==> config.mk <==
export PLATFORM = sky130hd
export DESIGN_NAME = cross_bar_bank_arb
export DESIGN_NICKNAME = d
export VERILOG_FILES = /design/src/rtl/cross_bar_bank_arb.sv
export SDC_FILE = /design/constraint.sdc
export NUM_CORES = 1
export LEC_CHECK = 0
export CAP_MARGIN = 20
export CORE_MARGIN = 5
export CORE_UTILIZATION = 33
export DETAILED_ROUTE_END_ITERATION = 12
export PLACE_DENSITY = 0.75
export SETUP_SLACK_MARGIN = 0.15
export SYNTH_ARGS = -nofsm -noshare
export SYNTH_HDL_FRONTEND = slang
export SYNTH_SLANG_ARGS = --single-unit
==> constraint.sdc <==
create_clock -name clk_i -period 3.9 [get_ports clk_i]
set_input_delay 0.78 -clock clk_i [delete_from_list [all_inputs] [get_ports clk_i]]
set_output_delay 0.78 -clock clk_i [all_outputs]
set_load 0.02 [all_outputs]
==> src/rtl/cross_bar_bank_arb.sv <==
// cross_bar_bank_arb
//
// Per-bank arbiter for the 3-channel x 4-bank cross bar. Each bank has one
// instance, which shares that bank among the three channel request queues.
// In each cycle it picks one channel whose oldest entry for this bank is
// pending. The pick is round-robin across channels. A bank credit counter
// gates each grant. The winner is loaded into a single-entry output register
// that drives the bank. In the same cycle, the winning channel gets a
// one-cycle grant pulse so it can retire its entry.
//
// Ports:
//   clk_i             clock
//   rst_i             asynchronous active-high reset
//   ch_req_valid_i    per-channel pending request for this bank
//   ch_entry_id_i     packed entry ids, channel k at [k*EID_W +: EID_W]
//   ch_payload_i      packed payloads, channel k at [k*PAYLOAD_W +: PAYLOAD_W]
//   ch_grant_o        one-hot single-cycle grant (combinational)
//   bank_valid_o      output register holds a request
//   bank_ready_i      bank accepts the held request this cycle
//   bank_ch_id_o      source channel of the held request
//   bank_entry_id_o   source entry id of the held request
//   bank_payload_o    payload of the held request
//   credit_return_i   bank frees one slot
//   credit_overflow_o sticky: credit returned while counter was full

module cross_bar_bank_arb #(
  parameter int unsigned PAYLOAD_W = 32,
  parameter int unsigned EID_W     = 3,
  parameter int unsigned CREDITS   = 4
) (
  input  logic                   clk_i,
  input  logic                   rst_i,
  input  logic [2:0]             ch_req_valid_i,
  input  logic [3*EID_W-1:0]     ch_entry_id_i,
  input  logic [3*PAYLOAD_W-1:0] ch_payload_i,
  output logic [2:0]             ch_grant_o,
  output logic                   bank_valid_o,
  input  logic                   bank_ready_i,
  output logic [1:0]             bank_ch_id_o,
  output logic [EID_W-1:0]       bank_entry_id_o,
  output logic [PAYLOAD_W-1:0]   bank_payload_o,
  input  logic                   credit_return_i,
  output logic                   credit_overflow_o
);

  localparam int unsigned CntW = $clog2(CREDITS + 1);
  localparam logic [CntW-1:0] CreditsMax = CntW'(CREDITS);
  localparam logic [CntW-1:0] CntOne     = CntW'(1);

  // State
  logic [1:0]      rr_q, rr_d;
  logic [CntW-1:0] credit_cnt_q, credit_cnt_d;
  logic            overflow_q, overflow_d;

  // Arbitration
  logic            fire;
  logic            slot_free;
  logic            grant;
  logic [1:0]      cand0, cand1, cand2;
  logic            win_found;
  logic [1:0]      win_idx;
  logic [EID_W-1:0]     win_entry_id;
  logic [PAYLOAD_W-1:0] win_payload;

  assign fire      = bank_valid_o & bank_ready_i;
  assign slot_free = ~bank_valid_o | fire;

  // Search order starting at the round-robin pointer.
  always_comb begin
    cand0 = 2'd0;
    cand1 = 2'd1;
    cand2 = 2'd2;
    case (rr_q)
      2'd1: begin
        cand0 = 2'd1;
        cand1 = 2'd2;
        cand2 = 2'd0;
      end
      2'd2: begin
        cand0 = 2'd2;
        cand1 = 2'd0;
        cand2 = 2'd1;
      end
      default: begin
        cand0 = 2'd0;
        cand1 = 2'd1;
        cand2 = 2'd2;
      end
    endcase
  end

  always_comb begin
    win_found = 1'b1;
    win_idx   = 2'd0;
    if (ch_req_valid_i[cand0]) begin
      win_idx = cand0;
    end else if (ch_req_valid_i[cand1]) begin
      win_idx = cand1;
    end else if (ch_req_valid_i[cand2]) begin
      win_idx = cand2;
    end else begin
      win_found = 1'b0;
    end
  end

  always_comb begin
    win_entry_id = ch_entry_id_i[0 +: EID_W];
    win_payload  = ch_payload_i[0 +: PAYLOAD_W];
    case (win_idx)
      2'd1: begin
        win_entry_id = ch_entry_id_i[EID_W +: EID_W];
        win_payload  = ch_payload_i[PAYLOAD_W +: PAYLOAD_W];
      end
      2'd2: begin
        win_entry_id = ch_entry_id_i[2*EID_W +: EID_W];
        win_payload  = ch_payload_i[2*PAYLOAD_W +: PAYLOAD_W];
      end
      default: begin
        win_entry_id = ch_entry_id_i[0 +: EID_W];
        win_payload  = ch_payload_i[0 +: PAYLOAD_W];
      end
    endcase
  end

  // Reset masks the grant so no channel retires an entry while rst_i is high.
  assign grant = slot_free & (credit_cnt_q != '0) & win_found & ~rst_i;

  always_comb begin
    ch_grant_o = 3'b000;
    if (grant) begin
      ch_grant_o[win_idx] = 1'b1;
    end
  end

  // Pointer moves one past the winner.
  always_comb begin
    rr_d = rr_q;
    if (grant) begin
      rr_d = (win_idx == 2'd2) ? 2'd0 : win_idx + 2'd1;
    end
  end

  // Credit counter. A return and a grant in the same cycle cancel out. A
  // return at full count saturates the counter and flags overflow.
  always_comb begin
    credit_cnt_d = credit_cnt_q;
    overflow_d   = overflow_q;
    case ({grant, credit_return_i})
      2'b10: credit_cnt_d = credit_cnt_q - CntOne;
      2'b01: begin
        if (credit_cnt_q == CreditsMax) begin
          overflow_d = 1'b1;
        end else begin
          credit_cnt_d = credit_cnt_q + CntOne;
        end
      end
      default: credit_cnt_d = credit_cnt_q;
    endcase
  end

  always_ff @(posedge clk_i or posedge rst_i) begin
    if (rst_i) begin
      rr_q         <= 2'd0;
      credit_cnt_q <= CreditsMax;
      overflow_q   <= 1'b0;
    end else begin
      rr_q         <= rr_d;
      credit_cnt_q <= credit_cnt_d;
      overflow_q   <= overflow_d;
    end
  end

  // Single-entry output register. The data fields keep their last value
  // after the request leaves; only the valid bit drops.
  always_ff @(posedge clk_i or posedge rst_i) begin
    if (rst_i) begin
      bank_valid_o    <= 1'b0;
      bank_ch_id_o    <= 2'd0;
      bank_entry_id_o <= '0;
      bank_payload_o  <= '0;
    end else if (grant) begin
      bank_valid_o    <= 1'b1;
      bank_ch_id_o    <= win_idx;
      bank_entry_id_o <= win_entry_id;
      bank_payload_o  <= win_payload;
    end else if (fire) begin
      bank_valid_o    <= 1'b0;
    end
  end

  assign credit_overflow_o = overflow_q;

endmodule

; ---- Word level (Yosys, flattened, before mapping)
; Cells that the tools add are included.
[totals]
register_bits = 44
input_bits = 112
out_inout_bits = 42
word_cells = 61
[op_classes]
add_sub_neg = 3
magnitude_cmp = 5
n_eq_ne = 8
muxes = 25
n_bitwise = 7
reduce_logical = 6
[op_table]
columns = operator, n
row1 = one-hot mux 32 bit (2 select lines), 1
row2 = "< comparator 2 x 3 -> 1 bit, second input constant", 4
row3 = one-hot mux 2 bit (2 select lines), 3
row4 = one-hot mux 3 bit (2 select lines), 2
row5 = two-way mux 1 bit, 9
row6 = two-way mux 2 bit, 4
row7 = binary-select mux 1 bit (select 2 bit), 3
row8 = "== test 2 x 1 -> 1 bit, second input constant", 3
row9 = "== test 2 bit, second input constant", 3
row10 = two-way mux 3 bit, 2
row11 = bitwise AND 1 bit, 4
row12 = AND reduction 2 bit, 2
row13 = nonzero test 2 bit, 2
row14 = "adder 3 x 1 -> 3 bit, second input constant", 1
row15 = "== test 3 bit, second input constant", 1
row16 = nonzero test 3 bit, 1
row17 = "subtractor 3 x 1 -> 3 bit, second input constant", 1
row18 = "adder 2 x 1 -> 2 bit, second input constant", 1
row19 = demux 1 bit (select 2 bit), 1
row20 = "greater-or-equal comparator 2 x 1 -> 1 bit, second input constant", 1
row21 = "inequality test 2 bit, second input constant", 1
row22 = inverter 1 bit, 2
row23 = logical AND 1 bit, 1
row24 = bitwise OR 1 bit, 1

; ---- Longest topological paths before layout
[depth]
ltp_word = 12
mapped_depth = 14
ltp_nobuf = 12

; ---- Worst setup path before layout
; No wires, ideal clock.
[synth_path]
path_type = register -> output
start = register rr_q[0]
end = output port ch_grant_o[1]
arrival_ns = 2.467
required_time_ns = 3.120
path_slack_ns = 0.653
stages_incl_launch_ff = 11
n_path_buf = 2
cell_sequence = dfrtp_1 inv_1 ha_1 nor2b_1 a31o_2 a32o_1 inv_1 ha_1 clkbuf_1 clkbuf_1 and3_1
[synth_via]
elab_chain_cells = 12
word_cells_on_any_way = 25
cone_classes = order compare (2) / eq/ne (2) / mux (18) / bitwise (2) / reduce/logical (1)
[synth_rtl]
columns = element, line
row1 = "start, declared", 51  ; logic [1:0] rr_q, rr_d;
row2 = "start signal, assigned", 167  ; rr_q <= rr_d;
row3 = == test 2 bit or == test 2 x 1 -> 1 bit (tied branches), 73  ; case (rr_q)
row4 = one-hot mux 2 bit (2 select lines), 73
row5 = binary-select mux 1 bit (select 2 bit), 99  ; end else if (ch_req_valid_i[cand2]) begin
row6 = two-way mux 1 bit (not written as such), 99
row7 = two-way mux 2 bit, 99
row8 = two-way mux 2 bit, 97  ; end else if (ch_req_valid_i[cand1]) begin
row9 = two-way mux 2 bit (*), 95  ; if (ch_req_valid_i[cand0]) begin
row10 = net win_idx[1], 61  ; logic [1:0] win_idx;
row11 = < comparator 2 x 3 -> 1 bit (not written as such) or greater-or-equal comparator 2 x 1 -> 1 bit (tied branches), 131  ; ch_grant_o[win_idx] = 1'b1;
row12 = logical AND 1 bit (not written as such), 131
row13 = two-way mux 1 bit (not written as such), 131
row14 = demux 1 bit (select 2 bit) (*), 131
row15 = two-way mux 3 bit (*), 130  ; if (grant) begin
row16 = "end, declared", 36  ; output logic [2:0] ch_grant_o,
; Mark *: on every way through the listed nets, which the timed path passes. The rest lies on a longest branch. The select of a mux whose other input is x is not followed.

; ---- Worst setup path in the final report
[layout_path]
start = input port ch_req_valid_i[0]
end = output port ch_grant_o[1]
[layout_via]
elab_chain_cells = 10
word_cells_on_any_way = 20
cone_classes = order compare (2) / mux (15) / bitwise (2) / reduce/logical (1)
[layout_rtl]
columns = element, line
row1 = "start, declared", 33  ; input logic [2:0] ch_req_valid_i,
row2 = binary-select mux 1 bit (select 2 bit), 99
row3 = two-way mux 1 bit (not written as such), 99
row4 = two-way mux 2 bit, 99
row5 = two-way mux 2 bit, 97
row6 = two-way mux 2 bit (*), 95
row7 = net win_idx[1], 61
row8 = < comparator 2 x 3 -> 1 bit (not written as such) or greater-or-equal comparator 2 x 1 -> 1 bit (tied branches), 131
row9 = logical AND 1 bit (not written as such), 131
row10 = two-way mux 1 bit (not written as such), 131
row11 = demux 1 bit (select 2 bit) (*), 131
row12 = two-way mux 3 bit (*), 130
; Marks and branches as above.

==> results.txt <==
The layout has 780 filler cells. The number of antenna violations at the first check in global routing is 0, and the final number of setup-violating endpoints is 0. Count of port buffers added during placement: 153. The routed design has 8760 um of wire.

The arrival time at the worst endpoint was 2.74 ns. The clock net sink count was 44. The maximum resistive drop on vdd is 482 uV, and the vias per cell is 5.05. For the pin with the worst max-slew slack, the measured transition is 0.934 ns. The final critical-path required period was 3.52 ns. Counting the buffers created by CTS gives 5. By area the synthesized netlist is led by sky130_fd_sc_hd__dfrtp_1 (36%), sky130_fd_sc_hd__mux2_4 (18%), sky130_fd_sc_hd__a22oi_1 (8.9%), sky130_fd_sc_hd__a21oi_1 (7.6%), sky130_fd_sc_hd__nor2_1 (5.1%). Sequential cells burn 19.3% of the power.

The number of global-route vias before repair is 2954. Setup repair after global routing left no endpoint under its margin. Summed over all nets, the half-perimeter wirelength after detailed placement is 6610 um.

For the final routed database, the setup TNS stands at 0 ns. The max-slew headroom at the worst pin is 37.6%, and the cell area after synthesis is 2960 um^2. The placer's final routability congestion estimate was 0.894; the fraction of final layout cells sized beyond drive strength 1 was 14.3%. For this run, the detailed router's first-pass iteration total came to 4.

Distinct cell type count of the synthesized netlist: 42. The clock tree synthesis step divided the H-tree into 2 levels. STA classifies the critical path endpoint as a primary output. In this run the worst path has a maximum fanout of 4. The tools report the placed standard-cell area as 4550 um^2. The tool flagged a number of max-cap violations equal to 0.

Dividing total power by cell area gives a power density of 963 nW/um^2. In this run the power spent charging and discharging nets is 2.00 mW. The cell chosen for the clock root was sky130_fd_sc_hd__clkbuf_8.

Summing all non-filler instances in the final layout gives an area of 4640 um^2. For this design the static power due to leakage is 2.00 nW. In the global route stage, overall resource usage came out at 15.3%. OpenSTA, run right after detailed placement, puts the worst setup slack at 0.0341 ns. For the wire length of the first global-routing pass, the log shows 14100 um.

The die is 105 um wide. The floorplan row count is 34, and the maximum number of pins on one net before global-route repair is 45. After detailed routing, the average wire length per cell comes to 16.0 um.

The die covers 11000 um^2. The run gives 284 MHz as the highest attainable clock frequency. Starting utilization of the core area: 33.9%.

The kind of critical path is in2out. In this run the standard cell core region covers 8720 um^2. The tools report the count of nets left with antenna violations after detail routing as 0.

The final net count came out at 561. The area growth from synthesis to layout is 56.7%. Number of design-rule violations left by the first detailed-router iteration: 91.

The synthesized net count was 417; the via count of the routed design was 2767. Measured on the finished design, the core utilization comes to 53.2%. The critical path startpoint category was a primary input. The die boundary height is 105 um. The setup skew after layout came out at 0.00620 ns.

For the clock latency at the later pin of the worst-skew pair, the log shows 0.29 ns. TritonCTS built the clock tree. The final hold violation count was 0; the hold buffer count at CTS was 0. Summed over its instances, the top area cell type makes up 36.4% of the synthesized netlist area. The portion of total power attributed to combinational logic is 74.7%. The relative contribution of the clock network to total power was 6.0%; the clock slew seen by the registers of the worst setup and hold paths was 0.08 ns.

Counting flops and latches in the post-synthesis netlist gives 44. Dividing the final minimum period by the clock period gives 90.3%. The flow ran to the end, and the final reports show no timing, DRC or antenna violations. The tools report the I/O pin count as 154. The most area-hungry cell type in the Yosys netlist was sky130_fd_sc_hd__dfrtp_1. The type of the tightest min-delay check is reg2reg.

After synthesis, the mean cell area works out to 10.0 um^2. The internal power is 2.46 mW. The instance count of the mapped netlist is 296, and the post-detailed-route DRC marker count is 0. The logs give 37.3% for the register area share after synthesis and 0.377 ns for the post-layout worst setup margin.

The tools report the required time reported for the critical path endpoint as 3.12 ns. The longest clock path from root to sink contains 2 buffers. The warning count from the yosys run was 0; the share of total power consumed by net switching was 44.8%. The number of diodes added for antenna fixing is 0, and the number of pins with negative max-slew slack in the final report is 0. After global routing the overflow that remains totals 0.
state kept, by name (all words and copies together), names as in the netlist:
signal	flops
bank_payload_o	32
bank_entry_id_o	3
credit_cnt_q	3
bank_ch_id_o	2
rr_q	2
bank_valid_o	1
credit_overflow_o	1
cell usage in the layout, fill, tap and decap left out, drive strengths merged, types with 2 or more instances in the layout:
master,instances
nor2,40
nor4,2
a21o,2
nor3,3
o21ai,4
a21oi,45
nand2,7
o211ai,2
clkdlybuf4s50,150
mux2,39
nor2b,7
buf,6
nand2b,5
dlygate4sd2,2
and3,4
clkbuf,6
dfrtp,43
a22oi,35
inv,8
and2,2
ha,8
power groups by stage:
stage	registers, mW	logic, mW	clock network, mW
finish	0.862	3.34	0.267
CTS	0.864	3.36	0.284
detailed placement	0.863	3.35	0
floorplan	1.09	2.15	0
global route	0.892	3.68	0.305
global placement	0.857	3.27	0
metal layers:
layer / track usage (%) / up-vias / wire (um)
met3: 5.36 / 13 / 686
met2: 27.9 / 115 / 4450
li1: - / 1358 / -
met5: 0 / - / 0
met4: 3.47 / 0 / 104
met1: 17.2 / 1281 / 3520
cells in the mapped netlist (all sizes together):
library cell,number
o31a,1
a32o,1
inv,8
mux2i,1
nor3,3
o211ai,2
or2,1
nor3b,1
dfrtp,43
a31o,1
clkbuf,16
a22oi,35
o22ai,1
ha,8
nor4,2
o21bai,1
o21ai,4
o2111ai,1
nand4,1
nand2,7
maj3,1
nor2b,7
a21oi,45
o31ai,1
and2,2
buf,6
and4,1
a21o,2
nand3,1
nand2b,5
nor2,40
mux2,39
fa,1
dfstp,1
a41o,1
or3,1
and3,4
logic make-up (layout without fill, tap and decap cells):
family | after synthesis | in the layout | synth area share (%)
AOI/OAI and AO/OA | 96 | 96 | 21.0
buffers and inverters | 30 | 174 | 5.07
and+or+nand+nor | 76 | 76 | 12.5
muxes | 40 | 40 | 19.7
DFF | 44 | 44 | 37.3
adders and majority gates | 10 | 10 | 4.44
worst paths after layout:
| path | start | endpoint | slack (ns) | depth (start not counted) |
|---|---|---|---|---|
| max | ch_req_valid_i[0] | ch_grant_o[1] | 0.38 | 8 |
| min | credit_overflow_o$_DFFE_PP0P_ | credit_overflow_o$_DFFE_PP0P_ | 0.50 | 1 |
| max reg2reg | rr_q[1]$_DFFE_PP0P_ | bank_payload_o[18]$_DFFE_PP0P_ | 0.91 | 12 |
| min reg2reg | credit_overflow_o$_DFFE_PP0P_ | credit_overflow_o$_DFFE_PP0P_ | 0.50 | 1 |
| max in group asynchronous | rst_i | bank_payload_o[26]$_DFFE_PP0P_ | 2.22 | 2 |
| min in group asynchronous | rst_i | bank_payload_o[3]$_DFFE_PP0P_ | 1.10 | 2 |
through the flow:
stage / total power, mW / hold WS (ns) / instances
2_1_floorplan: 3.24 / 0.508 / 296
3_3_place_gp: 4.13 / 0.455 / 541
3_5_place_dp: 4.21 / 0.489 / 541
4_1_cts: 4.51 / 0.507 / 548
5_1_grt: 4.87 / 0.526 / 548
6_report: 4.47 / 0.495 / 548
critical path: stages:
cell,delay (ns)
sky130_fd_sc_hd__clkdlybuf4s50_1,0.53
sky130_fd_sc_hd__nand2b_1,0.12
sky130_fd_sc_hd__a21o_1,0.21
sky130_fd_sc_hd__a32o_1,0.30
sky130_fd_sc_hd__inv_1,0.14
sky130_fd_sc_hd__ha_1,0.18
sky130_fd_sc_hd__and3_1,0.15
sky130_fd_sc_hd__dlygate4sd2_1,0.34
final cells by class:
type	count	area (um^2)	area share [%]
tap	108	135	2.91
timing repair buffer	159	1580	34.0
clock inverter	1	5.00	0.108
sequential	44	1100	23.8
multi-input combinational	222	1720	37.0
clock buffer	6	72.6	1.57
inverter	8	30.0	0.648
what timing repair did:
| action | CTS | global route |
|---|---|---|
| setup buffers | 0 | 0 |
| pin swaps | 0 | 1 |
| gates resized for setup | 3 | 2 |
| endpoints found under the setup margin | 3 | 1 |
Note: power is estimated with default switching activity, not from simulation.
